**config.mk**
```make
export PLATFORM = sky130hd
export DESIGN_NAME = qu_run_ctrl_flat
export DESIGN_NICKNAME = d
export VERILOG_FILES = /design/src/rtl/qu_common.sv /design/src/rtl/qu_run_ctrl_if.sv /design/src/rtl/qu_sat_counter.sv /design/src/rtl/qu_run_ctrl.sv /design/src/flat_wrapper.sv
export SDC_FILE = /design/constraint.sdc
export NUM_CORES = 1
export LEC_CHECK = 0
export CORE_UTILIZATION = 40
export DETAILED_ROUTE_END_ITERATION = 7
export PLACE_DENSITY_LB_ADDON = 0.05
export SETUP_SLACK_MARGIN = 0.05
export SYNTH_ARGS = -nofsm -noshare
export SYNTH_HDL_FRONTEND = slang
export SYNTH_HIERARCHICAL = 1
export SYNTH_SLANG_ARGS = --single-unit
export TNS_END_PERCENT = 50
```
**constraint.sdc**
```tcl
create_clock -name clk -period 6 [get_ports clk]
set_input_delay 1.2 -clock clk [delete_from_list [all_inputs] [get_ports clk]]
set_output_delay 1.2 -clock clk [all_outputs]
set_load 0.05 [all_outputs]
```
**src/rtl/qu_common.sv**
```systemverilog
// rtl/qu_common.sv - shared Qu types and constants used by the run controller
package qu_common;

    localparam int PHY_RF_ADDR_WIDTH = 6;
    localparam int QU_RUN_DONE_ADDR  = 10;
    localparam int QU_RUN_PASS_VALUE = 1;

    typedef enum logic [1:0] {
        ST_IDLE  = 2'd0,
        ST_RESET = 2'd1,
        ST_RUN   = 2'd2,
        ST_DONE  = 2'd3
    } run_state_t;

endpackage

```
**src/rtl/qu_run_ctrl_if.sv**
```systemverilog
// rtl/qu_run_ctrl_if.sv - run controller signal bundle with master/slave views
// master: bench/debug side (drives start, stall_req, monitored RF write; observes status)
// slave : qu_run_ctrl side
// Optional QU_RUN_CTRL_STALL_CNT_EN adds stall_cnt[NUM_STALL_CH].
interface qu_run_ctrl_if #(
    parameter int NUM_STALL_CH = 3,
    parameter int CNT_WIDTH    = 32
) ();
    import qu_common::*;

    logic                         start;
    logic [NUM_STALL_CH-1:0]      stall_req;
    logic                         rf_wr_en;
    logic [PHY_RF_ADDR_WIDTH-1:0] rf_rd_addr;
    logic [31:0]                  rf_data_in;

    logic                         core_rst;
    logic [NUM_STALL_CH-1:0]      stall_out;
    logic                         done;
    logic                         pass;
    logic                         timeout;
    logic [CNT_WIDTH-1:0]         cycle_count;
    run_state_t                   state;

`ifdef QU_RUN_CTRL_STALL_CNT_EN
    logic [CNT_WIDTH-1:0]         stall_cnt [NUM_STALL_CH];

    modport master (
        output start, stall_req, rf_wr_en, rf_rd_addr, rf_data_in,
        input  core_rst, stall_out, done, pass, timeout, cycle_count, state, stall_cnt
    );
    modport slave (
        input  start, stall_req, rf_wr_en, rf_rd_addr, rf_data_in,
        output core_rst, stall_out, done, pass, timeout, cycle_count, state, stall_cnt
    );
`else
    modport master (
        output start, stall_req, rf_wr_en, rf_rd_addr, rf_data_in,
        input  core_rst, stall_out, done, pass, timeout, cycle_count, state
    );
    modport slave (
        input  start, stall_req, rf_wr_en, rf_rd_addr, rf_data_in,
        output core_rst, stall_out, done, pass, timeout, cycle_count, state
    );
`endif

endinterface

```
**src/rtl/qu_sat_counter.sv**
```systemverilog
// rtl/qu_sat_counter.sv - saturating up-counter with synchronous clear and enable
// clk, rst (async active-high), clr (priority over en), en, count[WIDTH]
module qu_sat_counter #(
    parameter int WIDTH = 32
) (
    input  logic             clk,
    input  logic             rst,
    input  logic             clr,
    input  logic             en,
    output logic [WIDTH-1:0] count
);

    always_ff @(posedge clk or posedge rst) begin
        if (rst) begin
            count <= '0;
        end else if (clr) begin
            count <= '0;
        end else if (en && (count != {WIDTH{1'b1}})) begin
            count <= count + 1'b1;
        end
    end

endmodule

```
**src/rtl/qu_run_ctrl.sv**
```systemverilog
// rtl/qu_run_ctrl.sv - Qu core run controller: reset pulse, stall gating, end-of-test, watchdog
// clk, rst (async active-high), bus (qu_run_ctrl_if.slave): start, stall_req, rf_wr_en,
// rf_rd_addr, rf_data_in in; core_rst, stall_out, done, pass, timeout, cycle_count, state out.
// Optional QU_RUN_CTRL_STALL_CNT_EN: per-channel stall_cnt counters on the bus.
module qu_run_ctrl
    import qu_common::*;
#(
    parameter int RST_CYCLES     = 5,
    parameter int TIMEOUT_CYCLES = 20,
    parameter int NUM_STALL_CH   = 3,
    parameter int CNT_WIDTH      = 32,
    parameter int DONE_ADDR      = QU_RUN_DONE_ADDR,
    parameter int PASS_VALUE     = QU_RUN_PASS_VALUE
) (
    input  logic          clk,
    input  logic          rst,
    qu_run_ctrl_if.slave  bus
);

    localparam int RW = (RST_CYCLES > 1) ? $clog2(RST_CYCLES) : 1;
    localparam logic [RW-1:0]                RST_LAST  = RW'(RST_CYCLES - 1);
    localparam logic [CNT_WIDTH-1:0]         WD_LAST   =
        CNT_WIDTH'((TIMEOUT_CYCLES == 0) ? 0 : TIMEOUT_CYCLES - 1);
    localparam logic [PHY_RF_ADDR_WIDTH-1:0] END_ADDR  = PHY_RF_ADDR_WIDTH'(DONE_ADDR);
    localparam logic [31:0]                  PASS_WORD = 32'(PASS_VALUE);

    run_state_t              state_q;
    logic [RW-1:0]           rst_cnt;
    logic                    core_rst_q;
    logic [NUM_STALL_CH-1:0] stall_q;
    logic                    done_q;
    logic                    pass_q;
    logic                    timeout_q;
    logic [CNT_WIDTH-1:0]    cycle_cnt;

    logic restart;
    logic end_wr;
    logic wd_fire;

    assign restart = bus.start && ((state_q == ST_IDLE) || (state_q == ST_DONE));
    assign end_wr  = (state_q == ST_RUN) && bus.rf_wr_en && (bus.rf_rd_addr == END_ADDR);
    assign wd_fire = (state_q == ST_RUN) && (TIMEOUT_CYCLES != 0) && (cycle_cnt == WD_LAST);

    always_ff @(posedge clk or posedge rst) begin
        if (rst) begin
            state_q    <= ST_IDLE;
            rst_cnt    <= '0;
            core_rst_q <= 1'b1;
            stall_q    <= '1;
            done_q     <= 1'b0;
            pass_q     <= 1'b0;
            timeout_q  <= 1'b0;
        end else begin
            case (state_q)
                ST_IDLE, ST_DONE: begin
                    if (bus.start) begin
                        state_q    <= ST_RESET;
                        rst_cnt    <= '0;
                        core_rst_q <= 1'b1;
                        stall_q    <= '1;
                        done_q     <= 1'b0;
                        pass_q     <= 1'b0;
                        timeout_q  <= 1'b0;
                    end
                end
                ST_RESET: begin
                    if (rst_cnt == RST_LAST) begin
                        state_q    <= ST_RUN;
                        core_rst_q <= 1'b0;
                        // First RUN cycle already sees the request sampled one cycle earlier.
                        stall_q    <= bus.stall_req;
                    end else begin
                        rst_cnt <= rst_cnt + 1'b1;
                    end
                end
                ST_RUN: begin
                    // End-write is checked first so it beats a coincident watchdog expiry.
                    if (end_wr) begin
                        state_q   <= ST_DONE;
                        done_q    <= 1'b1;
                        pass_q    <= (bus.rf_data_in == PASS_WORD);
                        timeout_q <= 1'b0;
                        stall_q   <= '1;
                    end else if (wd_fire) begin
                        state_q   <= ST_DONE;
                        done_q    <= 1'b1;
                        pass_q    <= 1'b0;
                        timeout_q <= 1'b1;
                        stall_q   <= '1;
                    end else begin
                        stall_q <= bus.stall_req;
                    end
                end
                default: state_q <= ST_IDLE;
            endcase
        end
    end

    qu_sat_counter #(.WIDTH(CNT_WIDTH)) u_cycle_cnt (
        .clk   (clk),
        .rst   (rst),
        .clr   (restart),
        .en    (state_q == ST_RUN),
        .count (cycle_cnt)
    );

`ifdef QU_RUN_CTRL_STALL_CNT_EN
    for (genvar g = 0; g < NUM_STALL_CH; g++) begin : g_stall_cnt
        qu_sat_counter #(.WIDTH(CNT_WIDTH)) u_stall_cnt (
            .clk   (clk),
            .rst   (rst),
            .clr   (restart),
            .en    ((state_q == ST_RUN) && stall_q[g]),
            .count (bus.stall_cnt[g])
        );
    end
`endif

    assign bus.state       = state_q;
    assign bus.core_rst    = core_rst_q;
    assign bus.stall_out   = stall_q;
    assign bus.done        = done_q;
    assign bus.pass        = pass_q;
    assign bus.timeout     = timeout_q;
    assign bus.cycle_count = cycle_cnt;

endmodule
```
**src/flat_wrapper.sv**
```systemverilog
// flat-port wrapper written by rule: the top's interface ports become plain ports
module qu_run_ctrl_flat import qu_common::*;
#(
    parameter int RST_CYCLES     = 5,
    parameter int TIMEOUT_CYCLES = 20,
    parameter int NUM_STALL_CH   = 3,
    parameter int CNT_WIDTH      = 32,
    parameter int DONE_ADDR      = QU_RUN_DONE_ADDR,
    parameter int PASS_VALUE     = QU_RUN_PASS_VALUE
)
  (clk, rst, bus_start, bus_stall_req, bus_rf_wr_en, bus_rf_rd_addr, bus_rf_data_in, bus_core_rst, bus_stall_out, bus_done, bus_pass, bus_timeout, bus_cycle_count, bus_state);
  qu_run_ctrl_if #(.NUM_STALL_CH(NUM_STALL_CH), .CNT_WIDTH(CNT_WIDTH)) bus_i ();
  input  logic clk;
  input  logic rst;
  input wire logic [$bits(bus_i.start)-1:0] bus_start;
  input wire logic [$bits(bus_i.stall_req)-1:0] bus_stall_req;
  input wire logic [$bits(bus_i.rf_wr_en)-1:0] bus_rf_wr_en;
  input wire logic [$bits(bus_i.rf_rd_addr)-1:0] bus_rf_rd_addr;
  input wire logic [$bits(bus_i.rf_data_in)-1:0] bus_rf_data_in;
  output wire logic [$bits(bus_i.core_rst)-1:0] bus_core_rst;
  output wire logic [$bits(bus_i.stall_out)-1:0] bus_stall_out;
  output wire logic [$bits(bus_i.done)-1:0] bus_done;
  output wire logic [$bits(bus_i.pass)-1:0] bus_pass;
  output wire logic [$bits(bus_i.timeout)-1:0] bus_timeout;
  output wire logic [$bits(bus_i.cycle_count)-1:0] bus_cycle_count;
  output wire logic [$bits(bus_i.state)-1:0] bus_state;
  assign bus_i.start = bus_start;
  assign bus_i.stall_req = bus_stall_req;
  assign bus_i.rf_wr_en = bus_rf_wr_en;
  assign bus_i.rf_rd_addr = bus_rf_rd_addr;
  assign bus_i.rf_data_in = bus_rf_data_in;
  assign bus_core_rst = bus_i.core_rst;
  assign bus_stall_out = bus_i.stall_out;
  assign bus_done = bus_i.done;
  assign bus_pass = bus_i.pass;
  assign bus_timeout = bus_i.timeout;
  assign bus_cycle_count = bus_i.cycle_count;
  assign bus_state = bus_i.state;
  qu_run_ctrl #(.RST_CYCLES(RST_CYCLES), .TIMEOUT_CYCLES(TIMEOUT_CYCLES), .NUM_STALL_CH(NUM_STALL_CH), .CNT_WIDTH(CNT_WIDTH), .DONE_ADDR(DONE_ADDR), .PASS_VALUE(PASS_VALUE)) u_core (.clk(clk), .rst(rst), .bus(bus_i));
endmodule
```
==> out/results.ini <==
[run]
maxCapViolations=0

[synthesis]
syn_nets=329
synth_top_family_by_area=simple AND/OR/NAND/NOR gates
syn_area_per_cell_um2=9.44
synthMuxAreaShare_pct=1.91
async_flop_share_pct=100
syn_inst=278
synthAdderAreaFrac_pct=2.86
ys.flop_type=dfrtp_1
ys_ff_latch=44
ys.warnings.count=6
syn_area_um2=2620
yosysSeqAreaShare_pct=42.2
synth_xor_area_share_pct=1.00
synth_enable_flop_cells=0
synth_compound_area_share_pct=20.1
synth_cell_types=50
yosys.area_share.simple_pct=28.2

[die]
rows=29
core_um2=6350
fp.dieW_um=83.0
fp.dieH_um=83.0
dieArea_um2=6890
initial_core_util_pct=41.3
io_pins=86

[place]
globalplace.congestion=0.775
dp_hpwl_um=5040
numPortBuffers=85
dpl.cell_count=435

[routing]
drtIter0Drc=101
wl_met3_um=509
vias=2592
viasPerCell=5.85
route.antenna.remaining_nets=0
drc=0
wl_per_cell_um=15.8
m1WireLength_um=3220
routed_wl_um=6990
drt-pass1-iter-count=4
top_layer=met4
wl_met2_um=3240

[sta]
maxSlewHeadroom_pct=23.5
tightest_slew_ps=1130
post-route-min-period_ps=2880
slew_violations=0
hold_viol=0
setup_viol=0
worst_clock_skew_ps=7.22
max_freq_ghz=0.347
setup-tns-final_ps=0
rsz0062_at_grt=no
min_period_over_period_pct=48.0

[power_and_ir_drop]
irDropWorstVdd_v=0.000221
p_leak_nw=1.39
power_mw=1.08
power_density_nw_per_um2=296

[clock_tree]
clockRootBuffer=clkbuf_8
ctsResizeCount=0
insertion_delay_ps=300
htree_levels=2
clk_path_buf_depth=2
cts-hold-fix-buffers=0
clkTransAtPathRegs_ps=90
cts_sinks=44
cts_setup_buffers=0
cts_tree=yes
cts_buffers=5

[global_routing]
grt_first_pass_wirelength_um=11800
gr-total-overflow=0
grt_pass1_vias=2399
grt_start_max_net_pins=34
antenna_found_initial=0
grt_use_total_pct=20.8

[worst_setup_path]
crit_buf_inv=1
critPathKind=flop to output port
path_delay_family=buffers and inverters
path_cells=clkdlybuf4s50_1
cp_data_arrival_time_ps=1680
cp-start-kind=flop
crit_path_max_fanout=9
cp_slowest_cell=clkdlybuf4s50_1
slowest_delay_ps=860
endpoint_kind=output port
timing.rr.start=u_core/u_cycle_cnt/count[24]
required_ps=4800
timing.critical_path.from=u_core/u_cycle_cnt/count[24]

[min_path]
hold_path_startpoint=u_core/bus.stall_out[0]
hp-class=flop to flop

[cells_and_area]
syn2layout_area_growth_pct=39.7
drive_gt1_share_pct=8.20
diodes=0
fin_nets=416
final_cells=443

[status]
status=complete, no violations

[report_power, final]
group          internal, mW  switching, mW  total (mW)  leakage (nW)
Clock                 0.126          0.109       0.235        0.0548
Sequential            0.344         0.0319       0.376         0.588
Combinational         0.172          0.301       0.473         0.751
Total                 0.642          0.442        1.08          1.39
[synth_stat cells, drive strengths merged, types with 5 or more instances]
master	count	area share, %
a21oi	29	5.5
and4	6	2.1
dfrtp	40	38
ha	6	2.9
inv	17	2.4
mux2i	5	1.9
nand2	15	2.2
nand3	14	2.7
nand4	10	2.6
nor2	9	1.3
nor4	16	5.2
o21ai	18	3.4
o31ai	15	4.3
or3	14	3.7
or4	15	4.4
[layer usage]
| metal | GRT usage [%] | vias to the layer above |
|---|---|---|
| li1 | - | 1264 |
| met4 | 4.86 | 0 |
| met1 | 27.8 | 1239 |
| met2 | 33.8 | 87 |
| met5 | 0 | - |
| met3 | 5.57 | 2 |
[sequential cells by signal, summed over array words and instances, names as in the netlist]
signal and count:
u_core/bus.pass 1, u_core/bus.timeout 1, u_core/bus.stall_out 3, u_core/bus.state 2
u_core/rst_cnt 3, u_core/u_cycle_cnt/count 32, u_core/bus.done 1, u_core/bus.core_rst 1
[cell families after synthesis]
kind of cell,Yosys count
buf+inv,24
mux,5
flops,44
simple gates,112
xor+xnor,3
compound gates,84
fa+ha+maj,6
[cell type report]
cell class | count | area, um^2
tap | 77 | 96.3
inverter | 17 | 63.8
sequential | 44 | 1110
clock buffer | 5 | 68.8
fill | 577 | 2690
multi-input combinational | 210 | 1420
timing repair buffer | 87 | 866
clock inverter | 3 | 46.3
[placed cells by master (no fill, tap or decap), types with 9 or more instances in the layout]
master / synthesis / routed
o21ai_0: 14 / 14
a21oi_1: 29 / 29
inv_1: 17 / 17
or4_1: 14 / 14
o31ai_1: 15 / 15
nor2_1: 9 / 9
clkdlybuf4s50_1: 0 / 85
nand3_1: 14 / 14
dfrtp_1: 40 / 40
nand2_1: 14 / 14
or3_1: 12 / 12
nand4_1: 9 / 9
nor4_1: 10 / 10
[final timing paths]
| check | endpoint | cells past startpoint | slack (ps) |
|---|---|---|---|
| min reg2reg | u_core/bus.stall_out[0] | 2 | 510 |
| max | bus_cycle_count[24] | 1 | 3120 |
| min | u_core/bus.stall_out[0] | 2 | 510 |
| max reg2reg | u_core/u_cycle_cnt/count[13] | 5 | 3280 |
| min in group asynchronous | u_core/bus.state[1] | 2 | 1250 |
| max in group asynchronous | u_core/u_cycle_cnt/count[20] | 3 | 4370 |
[metrics by stage]
stage / hold WS, ps / worst slack, ps / util (%) / instance area (um^2)
after floorplan: 494 / 3410 / - / 2620
after global placement: 478 / 2970 / 55.9 / 3550
after detailed placement: 498 / 2950 / 55.9 / 3550
after CTS: 508 / 3100 / 57.7 / 3660
after global routing: 535 / 2960 / 57.7 / 3660
final: 509 / 3120 / 57.7 / 3660
No activity file was read; power rests on OpenSTA's default activity.
